`src/rtl/fetch_pkg.sv`:
```
// Shared fetch-side constants and the queue entry layout {pc, inst}.
package fetch_pkg;

  localparam int FQ_DEPTH  = 4;
  localparam int FQ_DATA_W = 32;
  localparam int FQ_PC_W   = 32;

  typedef struct packed {
    logic [FQ_PC_W-1:0]   pc;
    logic [FQ_DATA_W-1:0] inst;
  } fq_entry_t;

endpackage

```
`src/rtl/inst_fetch_queue_if.sv`:
```
// IF -> queue -> ID handshake bundle. The queue sits on the slave modport;
// the fetch/decode environment sits on the master modport.
interface inst_fetch_queue_if
  import fetch_pkg::*;
#(
  parameter int DEPTH  = FQ_DEPTH,
  parameter int DATA_W = FQ_DATA_W,
  parameter int PC_W   = FQ_PC_W
);

  logic                       fs_valid;
  logic [PC_W-1:0]            fs_pc;
  logic [DATA_W-1:0]          fs_inst;
  logic                       fq_allow_in;
  logic                       ds_allow_in;
  logic                       fq_valid;
  logic [PC_W-1:0]            fq_pc;
  logic [DATA_W-1:0]          fq_inst;
  logic [$clog2(DEPTH+1)-1:0] fq_count;

  modport master (
    output fs_valid, fs_pc, fs_inst, ds_allow_in,
    input  fq_allow_in, fq_valid, fq_pc, fq_inst, fq_count
  );

  modport slave (
    input  fs_valid, fs_pc, fs_inst, ds_allow_in,
    output fq_allow_in, fq_valid, fq_pc, fq_inst, fq_count
  );

endinterface

```
`src/rtl/inst_fetch_queue_fq_storage.sv`:
```
// Entry array for the fetch queue: one synchronous write port and an
// asynchronous read mux selecting the head entry.
module fq_storage
  import fetch_pkg::*;
#(
  parameter int  DEPTH   = FQ_DEPTH,
  parameter type entry_t = fq_entry_t,
  localparam int PTR_W   = $clog2(DEPTH)
) (
  input  logic             clk,
  input  logic             we,
  input  logic [PTR_W-1:0] waddr,
  input  entry_t           wdata,
  input  logic [PTR_W-1:0] raddr,
  output entry_t           rdata
);

  entry_t mem [DEPTH];

  // NOTE: the array has no reset; occupancy lives in the pointers and count,
  // so stale contents are never presented and a reset tree here buys nothing.
  // NOTE: sequential state is always written with <= so every flop samples
  // pre-edge values regardless of statement order.
  always_ff @(posedge clk) begin
    if (we) begin
      mem[waddr] <= wdata;
    end
  end

  assign rdata = mem[raddr];

endmodule

```
`src/rtl/inst_fetch_queue.sv`:
```
// Instruction fetch queue between IF and ID. Optional same-cycle bypass of an
// empty queue is enabled with `define FETCH_QUEUE_BYPASS_EN.
module inst_fetch_queue
  import fetch_pkg::*;
#(
  parameter int DEPTH  = FQ_DEPTH,
  parameter int DATA_W = FQ_DATA_W,
  parameter int PC_W   = FQ_PC_W
) (
  input  logic               clk,
  input  logic               reset,
  input  logic               flush,
  inst_fetch_queue_if.slave  fq
);

  localparam int PTR_W = $clog2(DEPTH);
  localparam int CNT_W = $clog2(DEPTH + 1);

  typedef struct packed {
    logic [PC_W-1:0]   pc;
    logic [DATA_W-1:0] inst;
  } entry_t;

  logic [PTR_W-1:0] wr_ptr;
  logic [PTR_W-1:0] rd_ptr;
  logic [CNT_W-1:0] count;
  logic             full;
  logic             empty;
  logic             bypass;
  logic             push;
  logic             pop;
  entry_t           wr_entry;
  entry_t           head;

  assign full  = (count == CNT_W'(DEPTH));
  assign empty = (count == '0);

`ifdef FETCH_QUEUE_BYPASS_EN
  assign bypass = empty && fq.fs_valid && !flush;
`else
  assign bypass = 1'b0;
`endif

  // A bypassed entry consumed by ID this cycle must not also be stored.
  assign push = fq.fs_valid && !full && !flush && !(bypass && fq.ds_allow_in);
  assign pop  = !empty && fq.ds_allow_in && !flush;

  assign wr_entry = {fq.fs_pc, fq.fs_inst};

  fq_storage #(
    .DEPTH   (DEPTH),
    .entry_t (entry_t)
  ) u_storage (
    .clk   (clk),
    .we    (push && !reset),
    .waddr (wr_ptr),
    .wdata (wr_entry),
    .raddr (rd_ptr),
    .rdata (head)
  );

  // Pointers wrap naturally at a power-of-two depth; count separates full from empty.
  always_ff @(posedge clk) begin
    if (reset || flush) begin
      wr_ptr <= '0;
      rd_ptr <= '0;
      count  <= '0;
    end else begin
      if (push) begin
        wr_ptr <= wr_ptr + PTR_W'(1);
      end
      if (pop) begin
        rd_ptr <= rd_ptr + PTR_W'(1);
      end
      if (push && !pop) begin
        count <= count + CNT_W'(1);
      end else if (pop && !push) begin
        count <= count - CNT_W'(1);
      end
    end
  end

  assign fq.fq_allow_in = !full;
  assign fq.fq_valid    = !empty || bypass;
  assign fq.fq_pc       = bypass ? fq.fs_pc   : head.pc;
  assign fq.fq_inst     = bypass ? fq.fs_inst : head.inst;
  assign fq.fq_count    = count;

endmodule

```
`src/flat_wrapper.sv`:
```
// flat-port wrapper written by rule: the top's interface ports become plain ports
module inst_fetch_queue_flat import fetch_pkg::*;
#(
  parameter int DEPTH  = FQ_DEPTH,
  parameter int DATA_W = FQ_DATA_W,
  parameter int PC_W   = FQ_PC_W
)
  (clk, reset, flush, fq_fs_valid, fq_fs_pc, fq_fs_inst, fq_ds_allow_in, fq_fq_allow_in, fq_fq_valid, fq_fq_pc, fq_fq_inst, fq_fq_count);
  inst_fetch_queue_if #(.DEPTH(DEPTH), .DATA_W(DATA_W), .PC_W(PC_W)) fq_i ();
  input  logic clk;
  input  logic reset;
  input  logic flush;
  input wire logic [$bits(fq_i.fs_valid)-1:0] fq_fs_valid;
  input wire logic [$bits(fq_i.fs_pc)-1:0] fq_fs_pc;
  input wire logic [$bits(fq_i.fs_inst)-1:0] fq_fs_inst;
  input wire logic [$bits(fq_i.ds_allow_in)-1:0] fq_ds_allow_in;
  output wire logic [$bits(fq_i.fq_allow_in)-1:0] fq_fq_allow_in;
  output wire logic [$bits(fq_i.fq_valid)-1:0] fq_fq_valid;
  output wire logic [$bits(fq_i.fq_pc)-1:0] fq_fq_pc;
  output wire logic [$bits(fq_i.fq_inst)-1:0] fq_fq_inst;
  output wire logic [$bits(fq_i.fq_count)-1:0] fq_fq_count;
  assign fq_i.fs_valid = fq_fs_valid;
  assign fq_i.fs_pc = fq_fs_pc;
  assign fq_i.fs_inst = fq_fs_inst;
  assign fq_i.ds_allow_in = fq_ds_allow_in;
  assign fq_fq_allow_in = fq_i.fq_allow_in;
  assign fq_fq_valid = fq_i.fq_valid;
  assign fq_fq_pc = fq_i.fq_pc;
  assign fq_fq_inst = fq_i.fq_inst;
  assign fq_fq_count = fq_i.fq_count;
  inst_fetch_queue #(.DEPTH(DEPTH), .DATA_W(DATA_W), .PC_W(PC_W)) u_core (.clk(clk), .reset(reset), .flush(flush), .fq(fq_i));
endmodule
```
`config.mk`:
```
export PLATFORM = sky130hd
export DESIGN_NAME = inst_fetch_queue_flat
export DESIGN_NICKNAME = d
export VERILOG_FILES = /design/src/rtl/fetch_pkg.sv /design/src/rtl/inst_fetch_queue_if.sv /design/src/rtl/inst_fetch_queue_fq_storage.sv /design/src/rtl/inst_fetch_queue.sv /design/src/flat_wrapper.sv
export SDC_FILE = /design/constraint.sdc
export NUM_CORES = 1
export LEC_CHECK = 0
export CORE_MARGIN = 5
export CORE_UTILIZATION = 49
export CTS_CLUSTER_SIZE = 25
export DETAILED_ROUTE_END_ITERATION = 6
export PLACE_DENSITY = 0.76
export SETUP_SLACK_MARGIN = 0.1
export SLEW_MARGIN = 30
export SYNTH_ARGS = -nofsm -noshare
export SYNTH_HDL_FRONTEND = slang
export SYNTH_HIERARCHICAL = 1
export SYNTH_SLANG_ARGS = --single-unit
```
`constraint.sdc`:
```
create_clock -name clk -period 7.45 [get_ports clk]
set_input_delay 1.49 -clock clk [delete_from_list [all_inputs] [get_ports clk]]
set_output_delay 1.49 -clock clk [all_outputs]
set_load 0.02 [all_outputs]
```
==> flow_summary.yaml <==
synthesis:
  yosys_warnings: 6
  mappedNetlistArea_um2: 9700
  synth_cells: 379
  synth_enable_flop_cells: 256
  syn_avg_cell_area_um2: 25.6
  synth-async-reset-ratio: 0
  netlist.area_leader.share: 0.792
  post_synth_num_cell_types: 27
  post_synth_main_area_contributors: "edfxtp_1 (79%), mux4_2 (14%), dfxtp_1 (1.4%)"
  synth_nets: 450
  synth_area_leader_cell: "edfxtp_1"
  ys.flop_type: "edfxtp_1"
  synth_sequential_area_ratio: 0.807
  synth-seq-cells: 263
route:
  dr_total_vias: 4409
  route.antenna.remaining_nets: 0
  post-route-drc-count: 0
  vias_per_cell: 5.38
  route.final.wire_length_um: 17300
  wl_per_cell_um: 21.1
  detailedRoute.firstPassIterationCount: 4
  detail_route.iter0.violations: 216
timing:
  hold_viol: 0
  final.setup_skew_ns: 0.0106
  max_freq_mhz: 218
  grt_setup_unrepaired: "no"
  final.setup.tns_ns: 0
  final-setup-viol-count: 0
  finalMaxSlewViolations: 0
  maxSlewHeadroom: 0.442
  finalCritPeriodShare: 0.615
  tightestPinTransition_ns: 0.837
  final_period_minus_worst_setup_slack_ns: 4.58
setup_path:
  critical_path.max_fanout: 43
  worst_setup_path_start_kind: "flip-flop"
  cpMaxStageDelayCell: "dfxtp_4"
  largest_stage_delay_on_the_critical_path_ns: 0.87
  kind_of_end_point_of_the_critical_path: "output pin"
  critPathKind: "reg -> out"
  worstPathBufferInverterCount: 2
  worstPathArrival_ns: 3.09
  crit_chain: "buf_4 > mux4_2 > clkdlybuf4s50_1"
  required_ns: 5.96
  critical-path-top-delay-family: "buffers and inverters"
floorplan:
  die-area_um2: 22700
  floorplan.die.height_um: 151
  core-area_um2: 19500
  ios: 138
  floorplan.die.width_um: 151
  initial_core_util: 0.498
  placementRows: 51
finish:
  n_fill_cell: 1317
  drive_gt1_frac: 0.207
  mostFrequentLayoutCells: "edfxtp_1 (256), clkdlybuf4s50_1 (137), mux4_2 (60)"
  syn2layout_area_growth_pct: 25.7
  final_common_cell: "edfxtp_1"
  combined_area_of_the_multi_input_logic_cells_um2: 1720
  ff_latch_area_um2: 7840
  ant_diodes: 0
  layout.cell_area.non_filler_um2: 12200
  fin_nets: 607
grt:
  groute.usage.overall: 0.155
  grtUsageMet1: 0.219
  groute.layer.met2.usage: 0.254
  grt_max_degree: 66
  globalRoute.totalOverflow: 0
  busiest_layer_in_global_routing: "met2"
  grt_antenna_before_repair: 2
  global_route.usage.met3: 0.0349
  grt_first_pass_wirelength_um: 27000
  number_of_global_route_vias_before_repair: 4783
job:
  timing.max_cap.violations: 0
clock_tree:
  ctsHoldBuffers: 0
  clockBufferDepth: 3
  clkSinkCount: 263
  cts_setup_buffers: 0
  cts-buffers-inserted: 26
  clock_transition_at_path_regs_ns: 0.06
  cts.htree.levels: 1
  insertion_delay_ns: 0.51
  cts_resizes: 0
  cts_tree: "yes"
  root_buffer: "clkbuf_16"
power:
  power.leakage_uw: 0.00381
  worst_ir_drop_vdd_v: 0.000197
  power_density_nw_per_um2: 252
placement:
  post-dp-hpwl_um: 10400
  io_buffer_count: 137
  gp_congestion: 0.685
  place_area_um2: 11300
hold_path:
  worstHoldPathType: "reg -> reg"
outcome:
  status: "finished clean"
## cell families (layout without fill, tap and decap cells)
group                      count (synthesis)  after routing  share of synthesized area
buffers and inverters                     18            194                     0.0187
adders and majority gates                  2              2                    0.00335
muxes                                     65             65                      0.151
DFF                                      263            263                      0.807
xor gates and xnor gates                   4              4                    0.00361
and+or+nand+nor                           19             19                     0.0116
AOI/OAI and AO/OA                          8              8                    0.00477
## state kept, by name, indices dropped and copies added (netlist names)
name                  flops
u_core/rd_ptr             2
u_core/u_storage/mem    256
u_core/fq.fq_count        3
u_core/wr_ptr             2
## Yosys cell counts, drive strengths merged (2+ instances only)
cell type and n:
a21oi 3, and3b 2, buf 13, clkbuf 2, dfxtp 7, edfxtp 256
inv 3, mux4 64, nand2 2, nor2 6, nor3b 2, o21ai 3
or2 2, or3 4, xor2 4
## per-layer routing
metal | routed length [um] | up-vias | share of wire
met4 | 300 | 4 | 0.017
met1 | 7270 | 2276 | 0.42
li1 | - | 1952 | -
met5 | 19 | - | 0.0011
met3 | 1100 | 34 | 0.064
met2 | 8590 | 143 | 0.50
## cell type report
cell class,count,share of cell area
clock inverters,20,0.0140
well taps,265,0.0272
repair buffers,144,0.119
flip-flops and latches,263,0.642
clock buffers,27,0.0554
inverters,3,0.000923
multi-input cells,98,0.141
## power by group
part           leakage (uW)  total, uW  switching, uW  internal (uW)
Combinational       0.00102        157           70.9           86.4
Clock              0.000417       1260            506            757
Sequential          0.00237       1650           9.69           1640
## per-stage QoR
stage                     worst slack, ns  hold WS [ns]  std cells  total power, uW   util
final                                2.87         0.582        820             3070  0.627
after global routing                 2.56         0.605        820             3190  0.627
after CTS                            2.69         0.571        819             3110  0.625
after detailed placement             3.24         0.558        772             1840  0.582
after floorplan                      2.37         0.478        379             1750      -
after global placement               3.26         0.524        771             1830  0.581
## worst reg2reg max path: stages (launching register included)
cell and delay, ns:
dfxtp_1 0.49, nor3b_2 0.12, inv_1 0.10, nand2_1 0.08, nor2_1 0.25, and3b_4 0.75, buf_4 0.48
## worst paths after layout
check / startpoint / to / slack (ns) / cells after the start
setup / recovery: u_core/rd_ptr[0] / fq_fq_inst[10] / 2.87 / 3
hold / removal: u_core/fq.fq_count[2] / u_core/fq.fq_count[2] / 0.58 / 2
setup reg to reg: u_core/fq.fq_count[0] / u_core/u_storage/mem[2][9] / 4.81 / 6
hold reg to reg: u_core/fq.fq_count[2] / u_core/fq.fq_count[2] / 0.58 / 2
Power figures use the tool's default switching activity.
